--- src/rtl/polvecp_pack_if.sv ---
// Command and data-RAM signal bundle shared by the packer and its driver (core decoder plus RAM).
interface polvecp_pack_if #(
  parameter int ADDR_W = 9
);
  logic              start;
  logic [ADDR_W-1:0] src_base;
  logic [ADDR_W-1:0] dst_base;
  logic [ADDR_W-1:0] rd_addr;
  logic [63:0]       rd_data;
  logic [ADDR_W-1:0] wr_addr;
  logic [63:0]       wr_data;
  logic              wr_en;
  logic              busy;
  logic              done;

  modport master (
    output start, src_base, dst_base, rd_data,
    input  rd_addr, wr_addr, wr_data, wr_en, busy, done
  );

  modport slave (
    input  start, src_base, dst_base, rd_data,
    output rd_addr, wr_addr, wr_data, wr_en, busy, done
  );
endinterface

--- src/rtl/polvecp_pack.sv ---
// Packs EP-bit coefficients (4 per 64-bit word) into an LSB-first bitstream of 64-bit words.
// Launch to done = NUM_SRC_WORDS+3 cycles; never stalls, since append and emit share one cycle.
module polvecp_pack #(
  parameter int NUM_SRC_WORDS = 192,
  parameter int EP            = 10,
  parameter int ADDR_W        = 9
) (
  input  logic          clk,
  input  logic          rst_n,
  polvecp_pack_if.slave bus
);
  localparam int CW    = 4 * EP;
  localparam int ACC_W = 64 + CW;
  localparam int CNT_W = $clog2(ACC_W + 1);
  localparam int K_W   = $clog2(NUM_SRC_WORDS + 1);

  typedef enum logic [2:0] {S_IDLE, S_READ, S_WAIT, S_FLUSH, S_DONE} state_t;

  state_t            state_q, state_d;
  logic [ADDR_W-1:0] src_q, dst_q, rd_addr_q, wr_addr_q, w_q;
  logic [K_W-1:0]    k_q;
  logic              issue_q, vld_q, wr_en_q;
  logic [63:0]       wr_data_q;
  logic [ACC_W-1:0]  acc_q, merged;
  logic [CNT_W-1:0]  cnt_q, cnt_sum;
  logic [CW-1:0]     lanes;
  logic              unused_rd_bits;

  assign unused_rd_bits = ^bus.rd_data;

  always_comb begin
    lanes = '0;
    for (int j = 0; j < 4; j++) begin
      lanes[j*EP +: EP] = bus.rd_data[16*j +: EP];
    end
  end

  assign merged  = acc_q | (ACC_W'(lanes) << cnt_q);
  assign cnt_sum = cnt_q + CNT_W'(CW);

  always_ff @(posedge clk or negedge rst_n) begin
    if (!rst_n) begin
      state_q <= S_IDLE;
    end else begin
      state_q <= state_d;
    end
  end

  always_comb begin
    state_d = state_q;
    case (state_q)
      S_IDLE:  if (bus.start) state_d = S_READ;
      S_READ:  if (k_q == K_W'(NUM_SRC_WORDS - 1)) state_d = S_WAIT;
      // Leave once the last returning word is being absorbed this cycle.
      S_WAIT:  if (vld_q && !issue_q) state_d = S_FLUSH;
      S_FLUSH: state_d = S_DONE;
      S_DONE:  if (!bus.start) state_d = S_IDLE;
      default: state_d = S_IDLE;
    endcase
  end

  always_ff @(posedge clk or negedge rst_n) begin
    if (!rst_n) begin
      src_q     <= '0;
      dst_q     <= '0;
      rd_addr_q <= '0;
      wr_addr_q <= '0;
      w_q       <= '0;
      k_q       <= '0;
      issue_q   <= 1'b0;
      vld_q     <= 1'b0;
      wr_en_q   <= 1'b0;
      wr_data_q <= '0;
      acc_q     <= '0;
      cnt_q     <= '0;
    end else begin
      wr_en_q <= 1'b0;
      issue_q <= 1'b0;
      vld_q   <= issue_q;

      case (state_q)
        S_IDLE: begin
          if (bus.start) begin
            src_q <= bus.src_base;
            dst_q <= bus.dst_base;
            k_q   <= '0;
            w_q   <= '0;
            cnt_q <= '0;
            acc_q <= '0;
          end
        end
        S_READ: begin
          rd_addr_q <= src_q + ADDR_W'(k_q);
          issue_q   <= 1'b1;
          k_q       <= k_q + 1'b1;
        end
        S_FLUSH: begin
          // Bits above cnt are already zero, so the tail word is naturally padded.
          if (cnt_q != '0) begin
            wr_data_q <= acc_q[63:0];
            wr_addr_q <= dst_q + w_q;
            wr_en_q   <= 1'b1;
            w_q       <= w_q + 1'b1;
            cnt_q     <= '0;
            acc_q     <= '0;
          end
        end
        default: ;
      endcase

      if (vld_q) begin
        if (cnt_sum >= CNT_W'(64)) begin
          wr_data_q <= merged[63:0];
          wr_addr_q <= dst_q + w_q;
          wr_en_q   <= 1'b1;
          w_q       <= w_q + 1'b1;
          acc_q     <= merged >> 64;
          cnt_q     <= cnt_sum - CNT_W'(64);
        end else begin
          acc_q <= merged;
          cnt_q <= cnt_sum;
        end
      end
    end
  end

  assign bus.rd_addr = rd_addr_q;
  assign bus.wr_addr = wr_addr_q;
  assign bus.wr_data = wr_data_q;
  assign bus.wr_en   = wr_en_q;
  assign bus.busy    = (state_q == S_READ) || (state_q == S_WAIT) || (state_q == S_FLUSH);
  assign bus.done    = (state_q == S_DONE);
endmodule

--- src/flat_wrapper.sv ---
// flat-port wrapper written by rule: the top's interface ports become plain ports
module polvecp_pack_flat 
#(
  parameter int NUM_SRC_WORDS = 192,
  parameter int EP            = 10,
  parameter int ADDR_W        = 9
)
  (clk, rst_n, bus_start, bus_src_base, bus_dst_base, bus_rd_data, bus_rd_addr, bus_wr_addr, bus_wr_data, bus_wr_en, bus_busy, bus_done);
  polvecp_pack_if #(.ADDR_W(ADDR_W)) bus_i ();
  input  logic clk;
  input  logic rst_n;
  input wire logic [$bits(bus_i.start)-1:0] bus_start;
  input wire logic [$bits(bus_i.src_base)-1:0] bus_src_base;
  input wire logic [$bits(bus_i.dst_base)-1:0] bus_dst_base;
  input wire logic [$bits(bus_i.rd_data)-1:0] bus_rd_data;
  output wire logic [$bits(bus_i.rd_addr)-1:0] bus_rd_addr;
  output wire logic [$bits(bus_i.wr_addr)-1:0] bus_wr_addr;
  output wire logic [$bits(bus_i.wr_data)-1:0] bus_wr_data;
  output wire logic [$bits(bus_i.wr_en)-1:0] bus_wr_en;
  output wire logic [$bits(bus_i.busy)-1:0] bus_busy;
  output wire logic [$bits(bus_i.done)-1:0] bus_done;
  assign bus_i.start = bus_start;
  assign bus_i.src_base = bus_src_base;
  assign bus_i.dst_base = bus_dst_base;
  assign bus_i.rd_data = bus_rd_data;
  assign bus_rd_addr = bus_i.rd_addr;
  assign bus_wr_addr = bus_i.wr_addr;
  assign bus_wr_data = bus_i.wr_data;
  assign bus_wr_en = bus_i.wr_en;
  assign bus_busy = bus_i.busy;
  assign bus_done = bus_i.done;
  polvecp_pack #(.NUM_SRC_WORDS(NUM_SRC_WORDS), .EP(EP), .ADDR_W(ADDR_W)) u_core (.clk(clk), .rst_n(rst_n), .bus(bus_i));
endmodule
--- config.mk ---
export PLATFORM = sky130hd
export DESIGN_NAME = polvecp_pack_flat
export DESIGN_NICKNAME = d
export VERILOG_FILES = /design/src/rtl/polvecp_pack_if.sv /design/src/rtl/polvecp_pack.sv /design/src/flat_wrapper.sv
export SDC_FILE = /design/constraint.sdc
export NUM_CORES = 1
export LEC_CHECK = 0
export BUFFER_PORTS_ARGS = -buffer_cell sky130_fd_sc_hd__buf_2
export CAP_MARGIN = 20
export CORE_ASPECT_RATIO = 1.5
export CORE_MARGIN = 3
export CORE_UTILIZATION = 45
export DETAILED_ROUTE_END_ITERATION = 7
export GPL_TIMING_DRIVEN = 0
export PLACE_DENSITY = 0.68
export SYNTH_ARGS = -nofsm -noshare
export SYNTH_HDL_FRONTEND = slang
export SYNTH_SLANG_ARGS = --single-unit
--- constraint.sdc ---
create_clock -name clk -period 2 [get_ports clk]
set_input_delay 0.2 -clock clk [delete_from_list [all_inputs] [get_ports clk]]
set_output_delay 0.2 -clock clk [all_outputs]
set_load 0.01 [all_outputs]
==> flow_results.org, run 1 <==
** Power and ir drop
- The share of total power dissipated in combinational logic is 0.549.
- Total power for the finished layout comes to ~28 mW.
- Internal power :: roughly 16 mW
- Switching power :: around 12 mW
- Proportion of power drawn by flip-flops and latches :: 0.284
- In this run the power density over the cells is ~1800 nW/um^2.
- Maximum vdd ir drop :: 0.997 mV
- In this run the static leakage power is approximately 6.9 nW.
- Of the total power, the share spent switching nets is 0.433.
- Clock share of power :: 0.167

** Timing
- Across all setup checks in the final design, the least slack found is -75.2 ps.
- Clock skew on the completed layout was measured at roughly 21 ps.
- Maximum clock rate :: 482 MHz
- In the finished design, the share of the clock period the worst path needs comes to 1.04.
- Least-Margin Pin Slew :: 631 ps
- Max-Slew Margin vs Limit :: 0.578
- Unrepaired setup endpoints after global routing :: yes
- The total count of hold-check failures in the final report came to 0.
- Final setup violation count :: 45
- Pins over their slew limit :: 0
- The smallest clock period supported by the final layout is computed as 2080 ps.

** Synth
- In the synthesized netlist, the number of instances is approximately 1200.
- YS warnings :: 0
- Each instance of the synthesized netlist takes up on average between 9 and 10 sq um.
- Primary FF master, synth :: sky130_fd_sc_hd__dfrtp_1
- Largest cells by area after synthesis :: sky130_fd_sc_hd__dfrtp_1 50%, sky130_fd_sc_hd__nand2_1 8.2%, sky130_fd_sc_hd__o21ai_0 4.2%
- The biggest area contributor in the post-synthesis netlist is sky130_fd_sc_hd__dfrtp_1.
- Counting flops and latches in the post-synthesis netlist gives roughly 230.
- Sequential fraction of the synthesis area :: 0.497
- The netlist uses between 60 and 70 different library cells.
- Share of the synthesized area in the top cell type :: 0.497
- Counting flops with a built-in enable in the synthesized netlist gives 0.
- In the synthesized netlist the async set-or-reset flop fraction comes to 1.00.
- Total standard cell area after synthesis :: 11600 sq um
- Synthesis produced a netlist with a net count of 1319.

** Run status
- The final reports fail on negative setup slack.
- The run finished, with violations left.

** Global route
- Largest net degree at the start of global routing :: between 100 and 150
- Wire length of the first global-routing pass :: about 60000 microns
- Summed over all layers, the global routing overflow is 0.
- In the global route stage, overall resource usage came out at 0.282.
- The initial antenna violation count was 0.
- Number of global-route vias before repair :: 10600

** Clocking
- Clock tree synthesis found a total of 231 sinks.
- TritonCTS clock tree :: yes
- Num CTS Buffers :: 24
- The clock reaches the later pin of the worst-skew pair after 540 ps.
- # H-tree levels :: 1
- Clock tree buffer depth :: 3
- The tree is rooted in a sky130_fd_sc_hd__clkbuf_16.
- After clock tree synthesis, the clock-pin slew on the worst setup and hold paths is roughly 80 ps.

** Setup path
- In this run the critical register-to-register path is launched from u_core.cnt_q[3]$_DFFE_PN0P_.
- STA classifies the critical path endpoint as a flip-flop.
- In this run the worst path has a maximum fanout of 10.
- Crit path from :: u_core.cnt_q[3]$_DFFE_PN0P_
- Peak per-stage delay on the critical path :: ~540 ps
- Worst EP required :: between 2000 and 2500 ps
- Kind of critical path :: flip-flop to flip-flop
- For the worst setup path, the data arrival time is 2480 ps.
- Cell chain of the critical path :: buf_8 -> inv_1 -> buf_4 -> a22oi_2 -> o21ai_0 -> a211oi_1 -> nor2_1
- Standard cell with the maximum stage delay on the critical path :: sky130_fd_sc_hd__dfrtp_2
- The worst setup path is launched from a flip-flop.

** Floorplan
- Core Footprint :: around 25000 sq um
- Standard-cell rows :: slightly above 70
- In this run the count of I/O pins placed on the die edge is 170.
- From left edge to right edge, the die measures roughly 140 microns.
- Chip Height :: between 200 and 250 microns
- DIE AREA :: roughly 28000 sq um
- The initial utilization of the core area, before any placement, comes to 0.460.

** Routing
- Number of detailed-routing iterations run before antenna repair :: 7
- Final wirelength :: about 40000 microns
- After detailed routing, the number of vias per cell comes to 5.96.
- Detailed-route wire length per cell :: between 20 and 25 microns
- Detail Route Antenna Nets :: 0
- In the routed design, unresolved DRC markers number 0.
- Vias after detailed routing :: ~11000
- Initial DRC Count :: 886

** Placed design
- The congestion estimate from routability-driven global placement came to approximately 1.
- Count of input and output buffers :: between 100 and 150
- Detailed placement HPWL :: just under 30000 microns
- Placed cells :: 1689

** Run
- Total of max-cap violations :: 0

** Layout
- Count of nets after finishing :: roughly 1600
- The number of antenna diodes in the final layout is 0.
- Area Growth Syn to Fin :: 32.4%
- Filler-free cell count of the finished design :: 1794
- The library cell used most frequently in the layout, excluding fill and tap cells, is sky130_fd_sc_hd__nand2_1.
- Commonest cells after routing, fill and taps aside :: 253 x sky130_fd_sc_hd__nand2_1, 225 x sky130_fd_sc_hd__dfrtp_1, 147 x sky130_fd_sc_hd__buf_2
- Share of post-route cells with drive strength above 1 :: 0.330

** Hold path
- Worst hold path startpoint :: bus_rd_data[53]
- The path class of the tightest hold or removal check is primary input to flip-flop.
[Yosys cell counts (3+ instances only)]
master / number
sky130_fd_sc_hd__a221oi_1: 29
sky130_fd_sc_hd__nor3_1: 13
sky130_fd_sc_hd__nor3_2: 3
sky130_fd_sc_hd__o21ai_1: 11
sky130_fd_sc_hd__a31oi_1: 12
sky130_fd_sc_hd__buf_4: 5
sky130_fd_sc_hd__o31ai_1: 7
sky130_fd_sc_hd__a21oi_1: 84
sky130_fd_sc_hd__a32o_1: 7
sky130_fd_sc_hd__xor2_1: 9
sky130_fd_sc_hd__nor2b_1: 9
sky130_fd_sc_hd__or3_1: 3
sky130_fd_sc_hd__ha_1: 19
sky130_fd_sc_hd__o211ai_1: 4
sky130_fd_sc_hd__dfrtp_1: 231
sky130_fd_sc_hd__buf_1: 6
sky130_fd_sc_hd__buf_2: 28
sky130_fd_sc_hd__nand2_1: 255
sky130_fd_sc_hd__mux4_2: 12
sky130_fd_sc_hd__o21a_1: 6
sky130_fd_sc_hd__nor2_1: 70
sky130_fd_sc_hd__a22oi_1: 24
sky130_fd_sc_hd__nand3_1: 14
sky130_fd_sc_hd__nand2b_1: 4
sky130_fd_sc_hd__xnor2_1: 3
sky130_fd_sc_hd__o311ai_0: 3
sky130_fd_sc_hd__mux2i_1: 21
sky130_fd_sc_hd__and3_1: 9
sky130_fd_sc_hd__a211oi_1: 7
sky130_fd_sc_hd__inv_1: 12
sky130_fd_sc_hd__o22ai_1: 40
sky130_fd_sc_hd__clkbuf_1: 41
sky130_fd_sc_hd__mux2_2: 39
sky130_fd_sc_hd__and2_1: 7
sky130_fd_sc_hd__o22a_1: 21
sky130_fd_sc_hd__o21ai_0: 98
sky130_fd_sc_hd__a21boi_0: 8
sky130_fd_sc_hd__nor2_2: 5
[power groups by stage]
stage / registers, mW / logic, mW / clock network, mW
4_1_cts: 7.81 / 13.6 / 4.70
2_1_floorplan: 7.92 / 7.84 / 0
3_3_place_gp: 7.79 / 12.1 / 0
6_report: 7.89 / 15.2 / 4.63
3_5_place_dp: 7.84 / 12.3 / 0
5_1_grt: 8.10 / 16.5 / 4.86
[state kept, by name (all words and copies together), names as in the netlist]
| register | count |
|---|---|
| u_core.acc_q | 104 |
| u_core.bus.wr_data | 64 |
| u_core.bus.rd_addr | 9 |
| u_core.bus.wr_addr | 9 |
| u_core.dst_q | 9 |
| u_core.src_q | 9 |
| u_core.w_q | 9 |
| u_core.k_q | 8 |
| u_core.cnt_q | 4 |
| u_core.state_q | 3 |
| u_core.bus.wr_en | 1 |
| u_core.issue_q | 1 |
| u_core.vld_q | 1 |
[stage by stage]
step           TNS (ps)  utilization  worst slack [ps]  hold slack, ps  instance area [sq um]
6_report          -1320        0.609             -75.2             105                  15400
5_1_grt           -6710        0.609              -121             103                  15400
4_1_cts               0        0.573              1.17            87.8                  14500
3_5_place_dp     -62730        0.507              -524             134                  12800
3_3_place_gp    -845750        0.505             -3400             372                  12800
2_1_floorplan         0            -              19.7           -95.6                  11600
[routing by layer]
layer	GRT usage	up-vias	routed length (microns)
met4	0.146	0	2460
li1	-	4871	-
met5	0	-	0
met2	0.491	466	20100
met3	0.0565	123	3020
met1	0.324	5226	14600
[cell families (layout without fill, tap and decap cells)]
logic type      after synthesis  in the layout  share of synthesized area
mux                          72             72                     0.0790
flops                       231            231                      0.497
xor+xnor                     12             12                    0.00903
compound gates              376            376                      0.205
buf+inv                      96            349                     0.0362
fa+ha+maj                    21             21                     0.0239
simple gates                405            405                      0.150
[worst max-delay path: cells and delay by family, from the launching register on]
kind | cells | cell delay, ps
buffers and inverters | 3 | 510
flip-flops | 1 | 540
AND/OR/NAND/NOR | 1 | 80
AO/OA/AOI/OAI | 3 | 810
[cell type report]
type / instances / area (sq um)
multi-input cells: 886 / 6260
flip-flops and latches: 231 / 5790
plain buffers: 76 / 639
repair buffers: 215 / 1440
clock inverters: 5 / 56.3
fillers: 2116 / 9900
clock buffers: 38 / 754
inverters: 15 / 67.6
well taps: 328 / 410
[final timing paths]
check                      slack (ps)                               end  depth (start not counted)
max                               -80  u_core.bus.wr_data[48]$_DFF_PN0_                          7
min                               100      u_core.acc_q[91]$_DFFE_PN0P_                          3
max reg2reg                       -80  u_core.bus.wr_data[48]$_DFF_PN0_                          7
min reg2reg                       380            u_core.vld_q$_DFF_PN0_                          0
max in group asynchronous         930     u_core.state_q[2]$_DFFE_PN0P_                          3
min in group asynchronous         160      u_core.acc_q[72]$_DFFE_PN0P_                          2
[repair_timing]
| action | in CTS | in global routing |
|---|---|---|
| hold buffers | 20 | 0 |
| endpoints found under the setup margin | 201 | 188 |
| cloned | 2 | 2 |
| setup buffers | 14 | 29 |
| endpoints found under the hold margin | 67 | 0 |
| resized for setup | 153 | 168 |
| pin swaps | 12 | 25 |
(Power assumes the default switching activity.)
==> run 2: changes to the inputs <==
Settings changed: SKIP_LAST_GASP from default to 1.
==> run 2 against run 1 <==
Against the previous run: the flow still finishes with violations (negative setup slack); hold slack better by 10 ps; combinational power about the same; register-to-register slack worse by 40 ps; sequential cell count unchanged; wire length up 0.15%; first-iteration DRC count down 21%; maximum frequency down 2.0%; non-clock buffer count up 4; critical path type unchanged; highest routed layer unchanged.
==> flow_results.org, run 2 (synthesis results as in run 1) <==
** Placed design
- The number of I/O port buffers is 145 (unchanged).
- Placement-stage worst setup slack :: -524 ps (unchanged)
- The HPWL reported at the end of detailed placement was 28900 microns (unchanged).
- Placer congestion estimate :: 1.02 (unchanged)
- The total cell area at the placement stage is 12800 sq um (unchanged).

** Power and ir drop
- PnR Total Power :: 27.9 mW (+0.52%)
- Leak Pwr :: 6.96 nW (+0.22%)
- Maximum vdd ir drop :: 0.995 mV (-0.24%)
- The power density over the cells came to 1800 nW/um^2 (about the same).

** Layout
- The multi-input combinational cell area is 6330 sq um (+1.0%).
- Count of nets after finishing :: 1559 (+0.26%)
- The number of filler instances in the final layout came to 2103 (-0.61%).
- The share of final-layout standard cells stronger than drive strength 1 was 0.333 (+0.00250).
- Area occupied by registers :: 5790 sq um (unchanged)
- Most common cell after layout, fill and taps aside :: sky130_fd_sc_hd__nand2_1
- The area growth from synthesis to layout is 33.2%.
- Post-Layout Inst Area :: 15500 sq um (+0.57%)
- The number of flip-flops in the largest register was 104 (unchanged).
- Register ranked first by flip-flop count :: u_core.acc_q
- The antenna diode count was 0 (unchanged).
- Commonest cells after routing, fill and taps aside :: 252 x sky130_fd_sc_hd__nand2_1, 225 x sky130_fd_sc_hd__dfrtp_1, 149 x sky130_fd_sc_hd__buf_2

** Run status
- The checks that failed: negative setup slack.
- Result of the run :: finished, violations left

** Clocking
- Num Clock Sinks :: 231 (unchanged)
- # H-tree levels :: 1 (unchanged)
- The clock network latency to the later pin of the worst-skew pair was 540 ps (about the same).
- The deepest clock path buffer count came to 3 (unchanged).
- Num CTS Buffers :: 24 (unchanged)
- The clock edge transition at the registers on the reported setup and hold paths came to 80 ps (about the same).
- TritonCTS built the clock tree.
- The tree is rooted in a sky130_fd_sc_hd__clkbuf_16.

** Floorplan
- Core Footprint :: 25300 sq um (unchanged)
- The count of boundary I/O pins came to 170 (unchanged).
- The die height was 203 microns (unchanged).
- Standard-cell rows :: 71 (unchanged)
- The initial core utilization is 0.460 (unchanged).
- The die outline width was 137 microns (unchanged).
- DIE AREA :: 27900 sq um (unchanged)

** Timing
- The total count of hold-check failures in the final report is 0 (unchanged).
- The number of failing setup endpoints in the final timing report was 30 (-33%).
- Period minus WS final :: 2120 ps (+42.3 ps)
- Max-Slew Margin vs Limit :: 0.542 (-0.0358)
- The final critical-path setup slack is -117 ps (-42.3 ps).
- The setup skew after layout is 25.8 ps (+4.71 ps).
- The actual slew at the worst max-slew pin is 686 ps (+55.8 ps).
- The highest achievable clock rate is 472 MHz (-2.0%).
- Accumulated negative setup slack :: -1640 ps (-323 ps)
- Setup repair after global routing could not meet its margin everywhere.
- The worst hold margin is 115 ps (+9.98 ps).
- The share of the clock period used by the worst path after layout is 1.06 (+0.0212).
- Pins over their slew limit :: 0 (unchanged)

** Setup path
- Worst EP required :: 2420 ps (about the same)
- Crit path capture type :: flip-flop
- Data arrival, critical path :: 2540 ps (+60 ps)
- The critical path is of the flip-flop to flip-flop type.
- CP Launch Type :: flip-flop
- The maximum net fanout on the critical path came to 6 (-4).

** Global route
- Wire length of the first global-routing pass :: 60100 microns (about the same)
- The via count of the first global-routing pass was 10600 (-0.10%).
- Largest net degree at the start of global routing :: 109 (unchanged)
- The initial antenna violation count is 0 (unchanged).
- Total congestion overflow after global routing :: 0 (unchanged)
- The global-route usage over all layers was 0.282 (-0.000469).

** Routing
- The count of TritonRoute iterations in the first routing pass is 5 (-2).
- The number of DRC markers in iteration 0 came to 700 (-21%).
- The final routed DRC violation total came to 0 (unchanged).
- The count of antenna-violating nets left after detailed routing is 0 (unchanged).
- The final routed wirelength across all metal layers was 40200 microns (+0.15%).
- Detailed-route wire length per cell :: 22.4 microns (about the same)
- Vias after detailed routing :: 10700 (+0.27%)
- Per-cell via count in the routed design :: 5.96 (about the same)

** Hold path
- HP Class :: primary input to flip-flop

** Run
- The number of max-capacitance violations reported is 0 (unchanged).
run 2: timing repair:
action,4_1_cts,5_1_grt
resized for setup,148,175
hold endpoints to repair,67,0
buffers inserted,14,33
gates cloned,2,2
endpoints found under the setup margin,201,189
pin swaps,12,42
hold buffers,20,0
run 2: layout make-up:
class	instances	share of cell area
Buffer	76	0.0400
Clock buffer	38	0.0487
Clock inverter	5	0.00363
Inverter	15	0.00420
Multi-Input combinational cell	886	0.408
Sequential cell	231	0.373
Tap cell	328	0.0265
Timing Repair Buffer	219	0.0955
run 2: metal layers:
metal / vias up / wire [microns] / part of all wire / track usage
li1: 4878 / - / - / -
met1: 5207 / 14700 / 0.37 / 0.325
met2: 506 / 20000 / 0.50 / 0.493
met3: 124 / 3060 / 0.076 / 0.0521
met4: 0 / 2510 / 0.062 / 0.142
met5: - / 0 / 0 / 0
run 2: power by group:
group / switching [mW] / internal, mW / leakage [nW] / total, mW
Clock: 1.92 / 2.71 / 0.398 / 4.63
Sequential: 1.28 / 6.60 / 2.94 / 7.88
Combinational: 8.92 / 6.48 / 3.63 / 15.4
run 2: worst max-delay path, stage by stage (launching register included):
cell                        delay [ps]
sky130_fd_sc_hd__dfrtp_2           490
sky130_fd_sc_hd__a21oi_4           280
sky130_fd_sc_hd__mux2_4            380
sky130_fd_sc_hd__buf_6             140
sky130_fd_sc_hd__nor2_4            240
sky130_fd_sc_hd__clkbuf_16         230
sky130_fd_sc_hd__nor2_1             50
sky130_fd_sc_hd__o22a_1            170
run 2: stage by stage:
| step | utilization | instances |
|---|---|---|
| 6_report | 0.612 | 1798 |
| 5_1_grt | 0.612 | 1798 |
| 4_1_cts | 0.573 | 1765 |
| 3_5_place_dp | 0.507 | 1689 |
| 3_3_place_gp | 0.505 | 1686 |
| 2_1_floorplan | - | 1213 |
run 2: final timing paths:
check / from / end / slack (ps) / depth (start not counted)
setup / recovery: u_core.cnt_q[3]$_DFFE_PN0P_ / u_core.bus.wr_data[31]$_DFF_PN0_ / -120 / 7
hold / removal: bus_rd_data[52] / u_core.acc_q[90]$_DFFE_PN0P_ / 110 / 3
setup reg to reg: u_core.cnt_q[3]$_DFFE_PN0P_ / u_core.bus.wr_data[31]$_DFF_PN0_ / -120 / 7
hold reg to reg: u_core.issue_q$_DFF_PN0_ / u_core.vld_q$_DFF_PN0_ / 380 / 0
max in group asynchronous: rst_n / u_core.state_q[2]$_DFFE_PN0P_ / 960 / 3
min in group asynchronous: rst_n / u_core.acc_q[10]$_DFFE_PN0P_ / 170 / 2
==> run 3: changes to the inputs <==
Settings changed: ABC_AREA from default to 1, PLACE_DENSITY 0.68 to 0.67.
==> run 3 against run 2 <==
Against the previous run: the flow now finishes without violations; clock power grew 0.9%; die area grew 13%; non-clock buffer count shrank 29; largest power group unchanged.
==> flow_results.org, run 3 <==
** Setup path
- STA classifies the critical path endpoint as a flip-flop.
- The slowest stage of the critical path belongs to the cell sky130_fd_sc_hd__dfrtp_1.
- The largest stage delay on the critical path is 380 ps (-110 ps).
- The data arrival time of the worst path was 2460 ps (-80 ps).
- Highest fanout seen on the critical path :: 10 (+4)
- The worst setup path is launched from a flip-flop.
- The worst setup path is of the flip-flop to flip-flop kind.
- The data required time at the worst endpoint came to 2460 ps (+40 ps).
- Cell chain of the critical path :: buf_2 -> nor2_2 -> clkbuf_4 -> nand3_1 -> o211ai_1 -> nand2_1 -> o21ai_0

** Clocking
- In this run the clock root is driven by a sky130_fd_sc_hd__clkbuf_16.
- TritonCTS built the clock tree.
- Source-to-sink clock delay at the later pin of the worst-skew pair :: 540 ps (about the same)
- Clock tree buffer depth :: 3 (unchanged)
- # H-tree levels :: 1 (unchanged)
- Clock transition at path regs :: 60 ps (-20 ps)
- The number of clock sinks is 231 (unchanged).
- The CTS buffer count came to 25 (+4.2%).

** Hold path
- HP Class :: primary input to flip-flop

** Routing
- Vias after detailed routing :: 13100 (+22%)
- Number of detailed-routing iterations run before antenna repair :: 5 (unchanged)
- # DRC :: 0 (unchanged)
- Final wirelength :: 49500 microns (+23%)
- Detail Route Antenna Nets :: 0 (unchanged)
- The routed length per instance came to 19.9 microns (-11%).
- The number of DRC markers in iteration 0 came to 823 (+18%).
- Per-cell via count in the routed design :: 5.28 (-11%)

** Timing
- Period minus WS final :: 2000 ps (-121 ps)
- Pins over their slew limit :: 0 (unchanged)
- Final Skew :: 19.5 ps (-6.39 ps)
- Unrepaired setup endpoints after global routing :: yes
- The highest achievable clock rate is 501 MHz (+6.1%).
- The total count of hold-check failures in the final report is 0 (unchanged).
- Max-Slew Margin vs Limit :: 0.452 (-0.0907)
- The actual slew at the worst max-slew pin was 822 ps (+136 ps).
- Final worst path period share :: 0.998 (-0.0607)
- The number of failing setup endpoints in the final timing report came to 0 (-100%).

** Global route
- The initial antenna violation count is 0 (unchanged).
- Largest net degree at the start of global routing :: 106 (-2.8%)
- Wire length of the first global-routing pass :: 75300 microns (+25%)
- The global-route usage over all layers was 0.310 (+0.0285).
- Total congestion overflow after global routing :: 0 (unchanged)
- Number of global-route vias before repair :: 13100 (+23%)

** Synth
- Sorting the synthesized cells by area gives the leading types as sky130_fd_sc_hd__dfrtp_1 44%, sky130_fd_sc_hd__nand2_1 21%, sky130_fd_sc_hd__nand3_1 6.7%.
- The share of flip-flops with an asynchronous set or reset is 1.00 (unchanged).
- Primary FF master, synth :: sky130_fd_sc_hd__dfrtp_1
- Average instance area after synthesis :: 7.03 sq um (-27%)
- The instance count of the mapped netlist was 1883 (+55%).
- The area share of the largest cell type after synthesis was 0.437 (-0.0595).
- Total nets after synthesis :: 1989 (+51%)
- The flip-flop and latch count after synthesis was 231 (unchanged).
- Synth top cells by count :: 740 x sky130_fd_sc_hd__nand2_1, 231 x sky130_fd_sc_hd__dfrtp_1, 209 x sky130_fd_sc_hd__inv_1
- Most frequent cell after synthesis :: sky130_fd_sc_hd__nand2_1
- The distinct cell type count after synthesis came to 39 (-39%).
- Total standard cell area after synthesis :: 13200 sq um (+14%)
- YS warnings :: 0 (unchanged)
- The synthesized design spends more area on one cell type than any other, namely sky130_fd_sc_hd__dfrtp_1.
- EDFF count, synth :: 0 (unchanged)
- The sequential fraction of the synthesis area was 0.437 (-0.0595).

** Run status
- Result of the run :: finished, final reports clean

** Power and ir drop
- The power density over the cells was 1610 nW/um^2 (-11%).
- Maximum vdd ir drop :: 0.926 mV (-6.9%)
- The leakage dissipation was 8.59 nW (+23%).

** Floorplan
- The die outline area was 31500 sq um (+13%).
- The die height came to 216 microns (+6.4%).
- The standard-cell row count was 76 (+7.0%).
- The initial core utilization came to 0.459 (-0.000710).
- The core footprint came to 28800 sq um (+14%).
- Die Span X :: 146 microns (+6.3%)
- Top-level port count :: 170 (unchanged)

** Layout
- Area Growth Syn to Fin :: 19.0%
- Commonest cells after routing, fill and taps aside :: 738 x sky130_fd_sc_hd__nand2_1, 231 x sky130_fd_sc_hd__dfrtp_1, 209 x sky130_fd_sc_hd__inv_1
- Number of diodes :: 0 (unchanged)
- The number of flip-flops in the largest register is 104 (unchanged).
- Register ranked first by flip-flop count :: u_core.acc_q
- Area occupied by registers :: 5780 sq um (-0.13%)
- Number of inserted filler cells in the final layout :: 2839 (+35%)
- The design area was 15700 sq um (+1.5%).
- Total area of multi-input combinational cells :: 6250 sq um (-1.3%)
- The number of nets in the layout came to 2183 (+40%).
- Leaving out fill and tap cells, the most frequent cell in the layout is sky130_fd_sc_hd__nand2_1.
- The final core utilization was 0.546 (-0.0662).
- Share of post-route cells with drive strength above 1 :: 0.146 (-0.187)

** Placed design
- The global placement routability congestion is 1.06 (+3.6%).
- Detailed placement HPWL :: 39000 microns (+35%)
- The number of I/O port buffers was 145 (unchanged).
- The total cell area at the placement stage came to 14500 sq um (+13%).

** Run
- The number of max-capacitance violations reported came to 0 (unchanged).
run 3: timing repair:
item / in CTS / in global routing
resized for setup: 36 / 87
pin swaps: 1 / 0
cloned: 0 / 0
buffers inserted: 4 / 1
hold buffers: 19 / 0
setup endpoints to repair: 172 / 171
hold endpoints to repair: 75 / 0
run 3: final timing paths:
path                                             start                       endpoint  slack, ps  cells past startpoint
hold reg to reg               u_core.issue_q$_DFF_PN0_         u_core.vld_q$_DFF_PN0_        390                      0
hold / removal                               bus_start  u_core.state_q[2]$_DFFE_PN0P_         70                      3
min in group asynchronous                        rst_n   u_core.acc_q[57]$_DFFE_PN0P_        200                      2
max in group asynchronous                        rst_n      u_core.k_q[1]$_DFFE_PN0P_        880                      3
setup reg to reg           u_core.cnt_q[6]$_DFFE_PN0P_   u_core.acc_q[55]$_DFFE_PN0P_          4                      7
setup / recovery           u_core.cnt_q[6]$_DFFE_PN0P_   u_core.acc_q[55]$_DFFE_PN0P_          4                      7
run 3: cell type report:
cell class                      instances  area share
Tap cell                              390      0.0310
Multi-Input combinational cell       1335       0.397
Inverter                              218      0.0523
Clock buffer                           36      0.0456
Clock inverter                          7     0.00564
Buffer                                 95      0.0358
Sequential cell                       231       0.367
Timing Repair Buffer                  171      0.0655
run 3: per-stage QoR:
stage	cells	setup TNS (ps)	worst slack, ps	power [mW]	hold slack (ps)
after CTS	2485	0	0.596	25.2	50.3
after global routing	2483	-217	-26.0	27.2	103
after floorplan	1883	0	217	15.3	-95.6
final	2483	0	3.98	25.3	73.7
after detailed placement	2420	-26780	-317	20.2	174
after global placement	2418	-829390	-3510	20.0	378
run 3: kinds of logic (layout without fill, tap and decap cells):
logic type,after synthesis,after routing,share of synthesized area
and+or+nand+nor,1009,1009,0.313
buffers and inverters,317,527,0.0963
AOI/OAI and AO/OA,293,293,0.123
DFF,231,231,0.437
adders and majority gates,21,21,0.0210
xor gates and xnor gates,12,12,0.00936
run 3: worst max-delay path: cells and delay by family (launching register included):
kind                   cells  cell delay (ps)
AOI/OAI and AO/OA          2              290
DFF                        1              380
buffers and inverters      2              570
and+or+nand+nor            3              670
run 3: power by group:
part           switching [mW]  internal (mW)
clock network            1.94           2.73
logic                    9.30           4.26
registers               0.874           6.24
total                    12.1           13.2
run 3: metal layers:
metal,global-route usage,share of wire,up-vias
met5,0,0,-
met3,0.0393,0.056,119
met2,0.566,0.51,476
li1,-,-,6382
met1,0.356,0.38,6136
met4,0.156,0.055,0
